$ cat config.mk
export PLATFORM = sky130hd
export DESIGN_NAME = wr_ctrl
export DESIGN_NICKNAME = d
export VERILOG_FILES = /design/src/rtl/wr_ctrl.sv
export SDC_FILE = /design/constraint.sdc
export NUM_CORES = 1
export LEC_CHECK = 0
export BUFFER_PORTS_ARGS = -buffer_cell sky130_fd_sc_hd__buf_4
export CORE_UTILIZATION = 57
export DETAILED_ROUTE_END_ITERATION = 12
export PLACE_DENSITY = 0.82
export SLEW_MARGIN = 10
export SYNTH_ARGS = -nofsm -noshare
export SYNTH_HDL_FRONTEND = slang
export SYNTH_SLANG_ARGS = --single-unit
$ cat constraint.sdc
create_clock -name clk -period 5.1 [get_ports clk]
set_input_delay 0.51 -clock clk [delete_from_list [all_inputs] [get_ports clk]]
set_output_delay 0.51 -clock clk [all_outputs]
set_load 0.02 [all_outputs]
$ cat src/rtl/wr_ctrl.sv
// Avalon-MM burst write master: drains a show-ahead FIFO into the window
// [dst_begin, dst_end) as bursts of at most MAX_BURST words, then pulses wr_ctrl_rdy.
module wr_ctrl #(
    parameter int DATA_W    = 32,
    parameter int ADDR_W    = 32,
    parameter int MAX_BURST = 16,
    parameter int USEDW_W   = 9
) (
    input  logic              clk,
    input  logic              reset,
    input  logic              start,
    input  logic [ADDR_W-1:0] dst_begin,
    input  logic [ADDR_W-1:0] dst_end,
    input  logic [DATA_W-1:0] fifo_out,
    input  logic              fifo_empty,
    input  logic [USEDW_W-1:0] fifo_usedw,
    output logic              rd_from_fifo,
    output logic              busy,
    output logic              wr_ctrl_rdy,
    output logic [ADDR_W-1:0] address,
    output logic [DATA_W-1:0] writedata,
    output logic              write,
    output logic [15:0]       burstcount,
    input  logic              waitrequest
);

    localparam logic [1:0] IDLE      = 2'd0;
    localparam logic [1:0] WAIT_DATA = 2'd1;
    localparam logic [1:0] BURST     = 2'd2;
    localparam logic [1:0] DONE      = 2'd3;

    logic [1:0]        state_q, state_d;
    logic [ADDR_W-1:0] cur_addr_q, cur_addr_d;
    logic [ADDR_W-1:0] words_rem_q, words_rem_d;
    logic [ADDR_W-1:0] address_q, address_d;
    logic [15:0]       burstcount_q, burstcount_d;
    logic [15:0]       beats_left_q, beats_left_d;
    logic              write_q, write_d;
    logic              rdy_q, rdy_d;

    logic              beat_ok;
    logic [15:0]       len;

    always_comb begin
        beat_ok      = write_q && !waitrequest;
        len          = (words_rem_q < ADDR_W'(MAX_BURST)) ? words_rem_q[15:0] : 16'(MAX_BURST);

        state_d      = state_q;
        cur_addr_d   = cur_addr_q;
        words_rem_d  = words_rem_q;
        address_d    = address_q;
        burstcount_d = burstcount_q;
        beats_left_d = beats_left_q;
        write_d      = write_q;
        rdy_d        = 1'b0;

        case (state_q)
            IDLE: begin
                if (start) begin
                    cur_addr_d  = {dst_begin[ADDR_W-1:2], 2'b00};
                    words_rem_d = (dst_end > dst_begin) ? (dst_end >> 2) - (dst_begin >> 2) : '0;
                    state_d     = WAIT_DATA;
                end
            end
            WAIT_DATA: begin
                if (words_rem_q == '0) begin
                    state_d = DONE;
                    rdy_d   = 1'b1;
                end else if (16'(fifo_usedw) >= len) begin
                    // Only launch once the FIFO holds the whole burst, so beats never stall on data.
                    address_d    = cur_addr_q;
                    burstcount_d = len;
                    beats_left_d = len;
                    write_d      = 1'b1;
                    state_d      = BURST;
                end
            end
            BURST: begin
                if (beat_ok) begin
                    beats_left_d = beats_left_q - 16'd1;
                    if (beats_left_q == 16'd1) begin
                        write_d     = 1'b0;
                        words_rem_d = words_rem_q - ADDR_W'(burstcount_q);
                        cur_addr_d  = cur_addr_q + (ADDR_W'(burstcount_q) << 2);
                        state_d     = WAIT_DATA;
                    end
                end
            end
            DONE: begin
                state_d = IDLE;
            end
            default: begin
                state_d = IDLE;
            end
        endcase
    end

    always_ff @(posedge clk) begin
        if (!reset) begin
            state_q      <= IDLE;
            cur_addr_q   <= '0;
            words_rem_q  <= '0;
            address_q    <= '0;
            burstcount_q <= '0;
            beats_left_q <= '0;
            write_q      <= 1'b0;
            rdy_q        <= 1'b0;
        end else begin
            state_q      <= state_d;
            cur_addr_q   <= cur_addr_d;
            words_rem_q  <= words_rem_d;
            address_q    <= address_d;
            burstcount_q <= burstcount_d;
            beats_left_q <= beats_left_d;
            write_q      <= write_d;
            rdy_q        <= rdy_d;
        end
    end

    always_ff @(posedge clk) begin
        if (reset) begin
            assert (!(rd_from_fifo && fifo_empty));
            assert (!write_q || (burstcount_q != '0));
        end
    end

    assign rd_from_fifo = beat_ok;
    assign writedata    = fifo_out;
    assign busy         = (state_q != IDLE);
    assign wr_ctrl_rdy  = rdy_q;
    assign address      = address_q;
    assign write        = write_q;
    assign burstcount   = burstcount_q;

endmodule

# Yosys cells after proc, flatten, opt, wreduce, memory -nomap -nowiden
# Index checks and enable logic that the tools add are counted.
op_classes:
  div_mod_pow: 0
  muxes: 26
  shift: 0
  bitwise_logic: 1
  multipliers: 0
  order_cmp: 3
  addsub: 4
  n_eq_ne: 10
  reduce_logical: 13
ops:
  columns: ["op", "count"]
  rows:
  - ["$mux W32", 7]
  - ["$pmux W32 S2", 2]
  - ["$mux W16", 4]
  - ["$add A32 B18 Y32", 1]
  - ["$gt A32 B32 Y1", 1]
  - ["$logic_not A32 Y1", 1]
  - ["$lt A32 B5 Y1 const B", 1]
  - ["$pmux W16 S2", 1]
  - ["$sub A32 B16 Y32", 1]
  - ["$sub A30 B30 Y31", 1]
  - ["$eq A16 B1 Y1 const B", 1]
  - ["$ge A9 B16 Y1", 1]
  - ["$sub A16 B1 Y16 const B", 1]
  - ["$reduce_and A4 Y1", 3]
  - ["$mux W2", 5]
  - ["$ne A2 B2 Y1 const B", 5]
  - ["$pmux W2 S4", 1]
  - ["$reduce_bool A2 Y1", 3]
  - ["$mux W1", 5]
  - ["$reduce_and A5 Y1", 1]
  - ["$eq A2 B2 Y1 const B", 2]
  - ["$ne A3 B3 Y1 const B", 1]
  - ["$reduce_and A3 Y1", 1]
  - ["$eq A2 B1 Y1 const B", 1]
  - ["other kinds (6)", 6]
word_totals:
  inputBits: 110
  reg_bits: 132
  latchBits: 0
  romBits: 0
  out_inout_bits: 84
  mem_bits_rw: 0
  n_memories: 0
  wordCells: 65

# Longest topological paths before layout
# Gate-level depths: netlist of the first run.
logic_depth:
  word_depth: 6
  ltp_mapped: 17
  ltp_nobuf: 15

# Worst setup path after synthesis of the first run
# Ideal clock, no wire load.
synth_path:
  kind: "register to register"
  startpoint: "register words_rem_q[24]"
  endpoint: "register address_q[10] (netlist: address[10])"
  setup_time_ps: 128
  required_time_ps: 4972
  path_slack_ps: 1513
  arrival_time_ps: 3460
  path_stages_with_launch: 17
  synth_period_minus_slack_ps: 3587
  path_buffers: 1
  cell_sequence: "dfxtp_1 > or3_1 > or3_1 > or2_4 > nor4_4 > nand2_1 > inv_1 > ha_1 > nand2b_1 > a21o_1 > a21o_1 > a21oi_1 > o21ai_0 > o211ai_2 > buf_6 > mux2i_1 > nor2_1"
synth_via:
  elab_chain_len: 4
  word_cells_on_any_way: 6
  classes_between: "order compare (2); mux (1); bitwise (1); reduce/logical (2)"
synth_lines:
  columns: ["element", "line", "text"]
  rows:
  - ["from (decl)", "34", "logic [ADDR_W-1:0] words_rem_q, words_rem_d;"]
  - ["from (signal assigned)", "111", "words_rem_q <= words_rem_d;"]
  - ["$lt A32 B5 Y1", "46", "len = (words_rem_q < ADDR_W'(MAX_BURST)) ? words_rem_q[15:0] : 16'(MAX_BURST);"]
  - ["$mux W16", "46", null]
  - ["named net len[0]", "42", "logic [15:0] len;"]
  - ["$ge A9 B16 Y1", "69", "end else if (16'(fifo_usedw) >= len) begin"]
  - ["$reduce_and A3 Y1 (no line)", null, null]
  - ["to (signal assigned)", "112", "address_q <= address_d;"]
  - ["to (decl)", "35", "logic [ADDR_W-1:0] address_q, address_d;"]
# The timed path passes the listed nets, and every way through them passes these cells.
# A chain may end at the register's enable or synchronous reset.

# Worst setup path in the final report of the first run
layout_path:
  startpoint: "register words_rem_q[19]"
  endpoint: "register address_q[25] (netlist: address[25])"
# The elaborated chain is that of the path after synthesis.

==> results of run 1 <==
[cell usage after synthesis (8+ instances only)]
library cell	count	area [um^2]
or3_1	22	137.6
o221ai_1	8	70.07
o21a_1	19	142.6
nand2b_1	12	75.07
a21oi_1	88	440.4
a221oi_1	13	113.9
xor2_1	11	96.34
and2_1	13	81.33
o211ai_1	12	90.09
inv_1	73	274.0
nor3_1	41	205.2
a31oi_1	24	150.1
and3_1	21	131.4
nor4_1	12	75.07
o21bai_1	8	60.06
nand4_1	12	75.07
nand2_1	97	364.1
nand3_1	31	155.2
clkbuf_1	42	157.7
dfxtp_1	128	2562
a311oi_1	13	113.9
buf_4	37	277.8
mux2i_1	36	360.4
a21o_1	29	217.7
ha_1	76	950.9
nor2_1	119	446.7
or2_2	10	62.56
nor2b_1	13	81.33
a211oi_1	16	120.1
xnor2_1	29	254.0
o21ai_0	73	365.4
[cells by family (layout without fill, tap and decap cells)]
| kind of cell | after synthesis | after routing | synth area share |
|---|---|---|---|
| simple gates | 425 | 425 | 0.2148 |
| compound gates | 374 | 374 | 0.2588 |
| buf+inv | 166 | 244 | 0.08260 |
| flops | 128 | 128 | 0.2643 |
| fa+ha+maj | 79 | 79 | 0.1043 |
| xor+xnor | 40 | 40 | 0.03614 |
| mux | 37 | 37 | 0.03833 |
| other cells | 2 | 6 | 0.0007747 |
[final cells by class]
type	count	area, um^2
Clock inverter	15	186.4
Timing Repair Buffer	138	1049
Sequential cell	128	2562
Inverter	74	277.8
Fill cell	1457	5448
Tap cell	220	275.3
Multi-Input combinational cell	961	6360
Clock buffer	17	425.4
[routing by layer]
metal  share of wire  track usage  vias up
li1                -            -     4694
met1            0.41       0.4101     4520
met2            0.45       0.5301      489
met3           0.095      0.06054       90
met4           0.037       0.1711        0
met5               0            0        -
[sequential cells by signal (all words and copies together) (netlist names)]
register      count
words_rem_q      32
address          30
cur_addr_q       30
beats_left_q     16
burstcount       16
state_q           2
wr_ctrl_rdy       1
write             1
[metrics by stage]
stage / hold slack, ns / utilization / cells / cell area, um^2 / setup slack [ns]
floorplan: 0.4475 / - / 1255 / 9709 / 1.513
global placement: 0.4619 / 0.6346 / 1521 / 10520 / 1.047
detailed placement: 0.4707 / 0.6346 / 1521 / 10520 / 0.9264
CTS: 0.3931 / 0.6715 / 1553 / 11140 / 0.8894
global route: 0.4413 / 0.6715 / 1553 / 11140 / 0.6512
finish: 0.4073 / 0.6715 / 1553 / 11140 / 0.8831
[cell usage in the layout (no fill, tap or decap), types with 16 or more instances in the layout]
cell type | Yosys | final
nand2_1 | 97 | 97
nor2_1 | 119 | 118
xnor2_1 | 29 | 29
inv_1 | 73 | 73
nand3_1 | 31 | 31
o21ai_0 | 73 | 73
clkbuf_16 | 0 | 17
nor3_1 | 41 | 41
o21a_1 | 19 | 19
ha_1 | 76 | 76
a31oi_1 | 24 | 24
a21o_1 | 29 | 29
buf_4 | 37 | 137
a21oi_1 | 88 | 88
or3_1 | 22 | 22
mux2i_1 | 36 | 36
dfxtp_1 | 128 | 128
and3_1 | 21 | 21
a211oi_1 | 16 | 16
[power by group]
| group | total [W] | switching, W | internal [W] | leakage, nW |
|---|---|---|---|---|
| logic | 0.00102 | 0.000611 | 0.000411 | 3.66 |
| registers | 0.00113 | 0.0000646 | 0.00106 | 1.04 |
| clock network | 0.00126 | 0.000489 | 0.000772 | 0.275 |
| total | 0.00341 | 0.00116 | 0.00225 | 4.97 |
[path summary, 6_finish.rpt]
path / to / slack, ns / cells past startpoint
worst max-delay path: address[25]$_SDFFE_PN0P_ / 0.88 / 17
worst min-delay path: write$_SDFFE_PN0P_ / 0.41 / 3
worst max register to register: address[25]$_SDFFE_PN0P_ / 0.88 / 17
worst min register to register: cur_addr_q[8]$_SDFFE_PN0P_ / 0.48 / 2
[worst min-delay path: cells and delay by family]
family	cells	cell delay, ns
AO/OA/AOI/OAI	2	0.20
buffers and inverters	1	0.09
==> results.toml, run 1 <==
[power]
p_leak_nw = 4.973
power.density_nw_per_um2 = 306.3
ir_worst_vdd_mv = 0.1518
totalPowerFinal_w = 0.003411

[worst_setup_path]
cp_max_fo = 18
worst_path_largest_cell_delay_ns = 0.46
startpoint = "words_rem_q[19]$_SDFFE_PN0P_"
path_cells = "nor3_1 > nand2b_1 > or3_1 > nor4_4 > buf_4 > nand2_1 > inv_1 > ha_1 > nand2b_1 > a21o_1 > a21o_1 > a21oi_1 > o21ai_0 > o211ai_4 > buf_4 > mux2i_1 > nor2_1"
path_class = "reg2reg"
start_kind = "flop"
worstSetupEndpointType = "flop"
cpMaxStageDelayCell = "or3_1"
reg2reg_from = "words_rem_q[19]$_SDFFE_PN0P_"
arrival_ns = 4.51
critPathBufInv = 3
critPathTopFamily = "simple AND/OR/NAND/NOR gates"
crit_required_ns = 5.39

[die]
die_height_um = 132.4
pin_count = 194
coreArea_um2 = 16580
placementRows = 47
die_w_um = 132.4
initial_core_util = 0.5846
die_area_um2 = 17530

[global_route]
grt_pass1_wl_mm = 45.84
grt_max_degree = 63
grt_pass1_vias = 9375
grt_overflow = 0
grtUsageTotal = 0.3258
grt_antenna_before_repair = 0

[timing]
tns_ns = 0
hold_violations = 0
rsz0062_at_grt = "no"
maxClockFrequency_ghz = 0.2371
fin_crit_sh = 0.8268
drv_slew = 0
relSlewSlack = 0.2718
fin_skew_ns = 0.009034
tightest_slew_ns = 1.065
setup_viol = 0
fin_crit_ns = 4.217

[synth]
ys_async_sr_fraction = 0
ys.flop_type = "dfxtp_1"
syn_area_per_cell_um2 = 7.749
synth_seq_area_share = 0.2643
yosys_warnings = 0
ys_types = 79
yosys_register_bits = 128
synth_edf_count = 0
netlist_instances = 1251
synthesis.area_um2 = 9694

[hold_path]
hold_path.startpoint = "waitrequest"
min_path_type = "in2reg"

[job]
drv_cap = 0

[drt]
vias_per_cell = 6.306
vias = 9793
wl_per_cell_um = 18.16
drc = 0
drtAntennaViolNets = 0
wl_mm = 28.21
dr.pass1.iters = 6
dr.first_iter.drc_count = 865

[cts]
cts_buffer_depth = 2
cts_root_buffer = "clkbuf_16"
path_clk_slew_ns = 0.06
postCtsHoldBufs = 0
cts-resized-gates = 0
cts_setup_buffers = 0
cts.sinks = 128
htree_levels = 4
cts_tree = "yes"
insertion_delay_ns = 0.43
numCtsBuffers = 17

[finish]
antenna_cells = 0
area_growth_pct = 14.87
drive_gt1_frac = 0.1508
nets = 1509

[placement]
gp_congestion = 0.9483
dpl.hpwl_mm = 20.95
port_buffers = 126

[status]
status = "complete, no violations"
Power figures use the tool's default switching activity.
==> run 2: changes to the inputs <==
==> constraint.sdc (replaced) <==
create_clock -name clk -period 4.02 [get_ports clk]
set_input_delay 0.402 -clock clk [delete_from_list [all_inputs] [get_ports clk]]
set_output_delay 0.402 -clock clk [all_outputs]
set_load 0.02 [all_outputs]
==> run 2 against run 1 <==
Combinational power grew 29%; global-route usage is essentially flat; non-clock buffer count grew 9; highest routed layer unchanged.
==> results.toml, run 2 (same netlist as run 1, synthesis figures left out) <==
[global_route]
grt_overflow = 0
grtUsageTotal = 0.3262
grt_antenna_before_repair = 0
grt_pass1_vias = 9218
grt_pass1_wl_mm = 45.96
grt_max_degree = 59

[timing]
fin_crit_sh = 0.9569
tns_ns = 0
drv_slew = 0
maxClockFrequency_ghz = 0.2600
relSlewSlack = 0.2551
fin_skew_ns = 0.008509
rsz0062_at_grt = "no"
tightest_slew_ns = 1.116
fin_crit_ns = 3.847
hold_violations = 0
setup_viol = 0

[cts]
cts.sinks = 128
path_clk_slew_ns = 0.06
numCtsBuffers = 17
cts_root_buffer = "clkbuf_16"
cts_tree = "yes"
cts_buffer_depth = 2
htree_levels = 4
insertion_delay_ns = 0.43

[finish]
largest_register = "words_rem_q"
nets = 1518
seqCellArea_um2 = 2562
layout_commonest_cell = "buf_4"
nFillCells = 1414
drive_gt1_frac = 0.1581
multi_input_area_um2 = 6371
largest_reg_flops = 32
area_growth_pct = 16.24
final_cell_mix = "buf_4, dfxtp_1, nor2_1, nand2_1, a21oi_1"

[placement]
gp_congestion = 0.9559
port_buffers = 126
dpl.hpwl_mm = 20.79

[job]
drv_cap = 0

[drt]
vias_per_cell = 6.314
drtAntennaViolNets = 0
wl_per_cell_um = 18.36
wl_mm = 28.67
vias = 9862
dr.pass1.iters = 5
dr.first_iter.drc_count = 1036
drc = 0

[die]
pin_count = 194
initial_core_util = 0.5846
coreArea_um2 = 16580
die_area_um2 = 17530
die_height_um = 132.4
die_w_um = 132.4
placementRows = 47

[worst_setup_path]
crit_required_ns = 4.34
cp_max_fo = 17
start_kind = "flop"
path_class = "reg2reg"
worstSetupEndpointType = "flop"
arrival_ns = 4.17

[power]
p_leak_nw = 5.066
ir_worst_vdd_mv = 0.2823
power.density_nw_per_um2 = 393.9
totalPowerFinal_w = 0.004439

[hold_path]
min_path_type = "in2reg"

[status]
status = "complete, no violations"
## run 2: cell type report
type | instances | share of cell area
antenna | 1 | 0.0002221
clock buffer | 21 | 0.04264
clock inverter | 10 | 0.01399
inverter | 74 | 0.02465
multi-input combinational | 961 | 0.5654
sequential | 128 | 0.2274
tap | 220 | 0.02443
timing repair buffer | 147 | 0.1013
## run 2: through the flow
stage / instances / cell area (um^2) / hold slack (ns) / util / setup slack [ns]
CTS: 1559 / 11210 / 0.2829 / 0.6762 / 0.03192
detailed placement: 1528 / 10580 / 0.4669 / 0.6378 / 0.1017
global placement: 1528 / 10580 / 0.4613 / 0.6378 / 0.1855
global route: 1561 / 11270 / 0.3054 / 0.6793 / 0.002299
floorplan: 1255 / 9709 / 0.4475 / - / 0.4327
finish: 1562 / 11270 / 0.2963 / 0.6795 / 0.1733
## run 2: what timing repair did
action                                  in CTS  in global routing
buffers inserted                             0                  1
hold buffers                                 0                  0
resized for setup                            0                  6
endpoints found under the hold margin        0                  0
endpoints found under the setup margin       0                 53
## run 2: power by group
part	leakage, nW	internal, W	switching (W)
sequential	1.04	0.00135	0.0000834
clock	0.307	0.00110	0.000586
combinational	3.72	0.000541	0.000784
## run 2: per-layer routing
metal  share of wire  vias up  GRT usage  wire length [um]
met3           0.092       72    0.06475              2652
met2            0.45      480     0.5222             13030
met5               0        -          0                 0
met1            0.42     4604     0.4270             12170
li1                -     4706          -                 -
met4           0.029        0     0.1392               822
## run 2: critical path: stages (launching register included)
cell,delay [ns]
dfxtp_1,0.33
or3_1,0.43
or3_1,0.33
or2_4,0.27
nor4_4,0.22
nand2_1,0.15
inv_1,0.11
ha_1,0.22
nand2b_1,0.14
a21o_1,0.18
a21o_1,0.17
a21oi_1,0.18
o21ai_2,0.11
o211ai_4,0.27
buf_12,0.21
nand2_2,0.13
a32o_1,0.28
## run 2: path summary, 6_finish.rpt
check                                     from                      endpoint  slack [ns]  depth (start not counted)
setup / recovery  words_rem_q[24]$_SDFFE_PN0P_  beats_left_q[4]$_SDFFE_PN0P_        0.17                         16
hold / removal                    dst_begin[4]    cur_addr_q[4]$_SDFFE_PN0P_        0.30                          3
hold reg to reg     cur_addr_q[6]$_SDFFE_PN0P_    cur_addr_q[6]$_SDFFE_PN0P_        0.47                          2
setup reg to reg  words_rem_q[24]$_SDFFE_PN0P_  beats_left_q[4]$_SDFFE_PN0P_        0.17                         16
==> run 3: changes to the inputs <==
--- a/config.mk
+++ b/config.mk
@@ -9,6 +9,7 @@
 export CORE_UTILIZATION = 57
 export DETAILED_ROUTE_END_ITERATION = 12
 export PLACE_DENSITY = 0.82
+export SETUP_SLACK_MARGIN = 0.4
 export SLEW_MARGIN = 10
 export SYNTH_ARGS = -nofsm -noshare
 export SYNTH_HDL_FRONTEND = slang
==> run 3 against run 2 <==
The flow now finishes with violations (design-rule violations); largest power group unchanged; clock-buffer cell count did not move; via count rose by 4.4%; critical path depth rose by 3; sequential power barely moved; non-clock buffer count rose by 38; total power rose by 3.2%; die area did not move; fmax fell by 3.0%; cell area rose by 6.8%; flip-flop and latch count did not move; sequential share of layout area fell by 1.4 points; hold slack got worse by 0.0064 ns.
==> results.toml, run 3 (same netlist as run 1, synthesis figures left out) <==
[finish]
nets = 1557
antenna_cells = 0
largest_register = "words_rem_q"
final_cell_mix = "buf_4, dfxtp_1, nor2_1, nand2_1, a21oi_1"
final_cell_area_um2 = 12040
drive_gt1_frac = 0.2058
final_util = 0.7259
area_growth_pct = 24.17
layout_commonest_cell = "buf_4"
largest_reg_flops = 32

[die]
die_w_um = 132.4
die_height_um = 132.4
coreArea_um2 = 16580
die_area_um2 = 17530
placementRows = 47
initial_core_util = 0.5846
pin_count = 194

[placement]
dpl.hpwl_mm = 20.79
port_buffers = 126
gp_congestion = 0.9559
dpl_cell_area_um2 = 10580

[drt]
wl_mm = 32.34
drc = 1
wl_per_cell_um = 20.21
vias_per_cell = 6.436
drtAntennaViolNets = 0
dr.first_iter.drc_count = 1268
vias = 10300
dr.pass1.iters = 10

[global_route]
grt_pass1_vias = 9618
grt_antenna_before_repair = 0
grt_overflow = 0
grt_max_degree = 59
grtUsageTotal = 0.3569
grt_pass1_wl_mm = 49.81

[timing]
tightest_slew_ns = 1.138
relSlewSlack = 0.2404
timing.hold.ws_ns = 0.2899
setup_viol = 0
tns_ns = 0
fin_skew_ns = 0.008091
maxClockFrequency_ghz = 0.2521
rsz0062_at_grt = "yes"
fin_crit_sh = 0.9869
hold_violations = 0
drv_slew = 0
fin_crit_ns = 3.967

[hold_path]
hold_path.startpoint = "dst_begin[4]"
min_path_type = "in2reg"
min_path_cells = 3
whs_endpoint = "cur_addr_q[4]$_SDFFE_PN0P_"

[power]
power.density_nw_per_um2 = 380.4
p_switching_w = 0.001521
intPower_w = 0.003058
p_leak_nw = 5.343
seqPwrFrac = 0.314
power_frac_clock = 0.369
totalPowerFinal_w = 0.004580
ir_worst_vdd_mv = 0.2813
combPwrFrac = 0.317
p_sw_frac = 0.3322

[worst_setup_path]
rr_worst_depth = 19
worstSetupEndpointType = "flop"
r2r_end = "beats_left_q[11]$_SDFFE_PN0P_"
r2r_slack_ns = 0.05
arrival_ns = 4.30
path_class = "reg2reg"
crit_required_ns = 4.35
reg2reg_from = "words_rem_q[25]$_SDFFE_PN0P_"
cp_max_fo = 7
start_kind = "flop"

[cts]
cts_tree = "yes"
htree_levels = 4
cts.sinks = 128
cts_buffer_depth = 2
numCtsBuffers = 17
insertion_delay_ns = 0.43
cts_root_buffer = "clkbuf_16"
postCtsHoldBufs = 0
path_clk_slew_ns = 0.06

[job]
drv_cap = 0

[status]
status = "complete, but fails checks"
failed_checks = "design-rule violations"
## run 3: cell types whose count changed in the layout (fill, tap and decap cells not counted), sizes merged
| cell | previous run | this run |
|---|---|---|
| buf | 146 | 185 |
| clkbuf | 22 | 21 |
| nand2 | 99 | 100 |
| diode | 1 | 0 |
## run 3: through the flow
step,worst slack [ns],instances
6_report,0.05275,1600
2_1_floorplan,0.4327,1255
3_5_place_dp,0.1017,1528
5_1_grt,0.002489,1600
4_1_cts,0.2247,1593
3_3_place_gp,0.1855,1528
## run 3: layer usage
layer	track usage	vias to the layer above	share of wire
met5	0	-	0
met4	0.1430	0	0.033
met3	0.06935	107	0.098
met2	0.5909	608	0.47
met1	0.4559	4792	0.40
li1	-	4790	-
## run 3: repair_timing
item / in CTS / in global routing
cloned: 6 / 1
gates resized for setup: 44 / 42
endpoints found under the setup margin: 61 / 66
setup buffers: 28 / 6
pin swaps: 17 / 21
## run 3: cell type report
| cell class | instances | area [um^2] |
|---|---|---|
| Timing Repair Buffer | 185 | 1667 |
| Fill cell | 1267 | 4546 |
| Clock inverter | 10 | 157.7 |
| Sequential cell | 128 | 2566 |
| Tap cell | 220 | 275.3 |
| Multi-Input combinational cell | 962 | 6614 |
| Clock buffer | 21 | 480.5 |
| Inverter | 74 | 277.8 |
## run 3: worst max-delay path, stage by stage (launching register included)
cell      delay [ns]
dfxtp_2         0.32
or3_4           0.38
or3_1           0.32
or2_4           0.27
nor4_4          0.25
nand2_2         0.14
inv_2           0.11
ha_4            0.20
nand2b_4        0.13
a21o_1          0.17
a21o_1          0.18
a21oi_2         0.23
o21ai_4         0.11
o211ai_4        0.24
buf_6           0.14
buf_8           0.12
buf_16          0.14
buf_8           0.14
nand3_1         0.08
a21oi_1         0.18
## run 3: how the worst max path moves through the flow
stage	slack, ns	endpoint	cells past startpoint	startpoint
after global placement	0.19	beats_left_q[15]$_SDFFE_PN0P_	16	words_rem_q[24]$_SDFFE_PN0P_
after floorplan	0.43	address[10]$_SDFFE_PN0P_	16	words_rem_q[24]$_SDFFE_PN0P_
after global routing	0.002	address[22]$_SDFFE_PN0P_	18	words_rem_q[25]$_SDFFE_PN0P_
after detailed placement	0.10	burstcount[6]$_SDFFE_PN0P_	16	words_rem_q[24]$_SDFFE_PN0P_
final	0.05	beats_left_q[11]$_SDFFE_PN0P_	19	words_rem_q[25]$_SDFFE_PN0P_
after CTS	0.22	address[29]$_SDFFE_PN0P_	18	words_rem_q[25]$_SDFFE_PN0P_
## run 3: power by group through the flow
stage          Clock (W)  Sequential, W  Combinational [W]
2_1_floorplan          0        0.00144           0.000977
3_3_place_gp           0        0.00145            0.00125
3_5_place_dp           0        0.00145            0.00127
4_1_cts          0.00168        0.00143            0.00136
5_1_grt          0.00174        0.00144            0.00157
6_report         0.00169        0.00144            0.00145
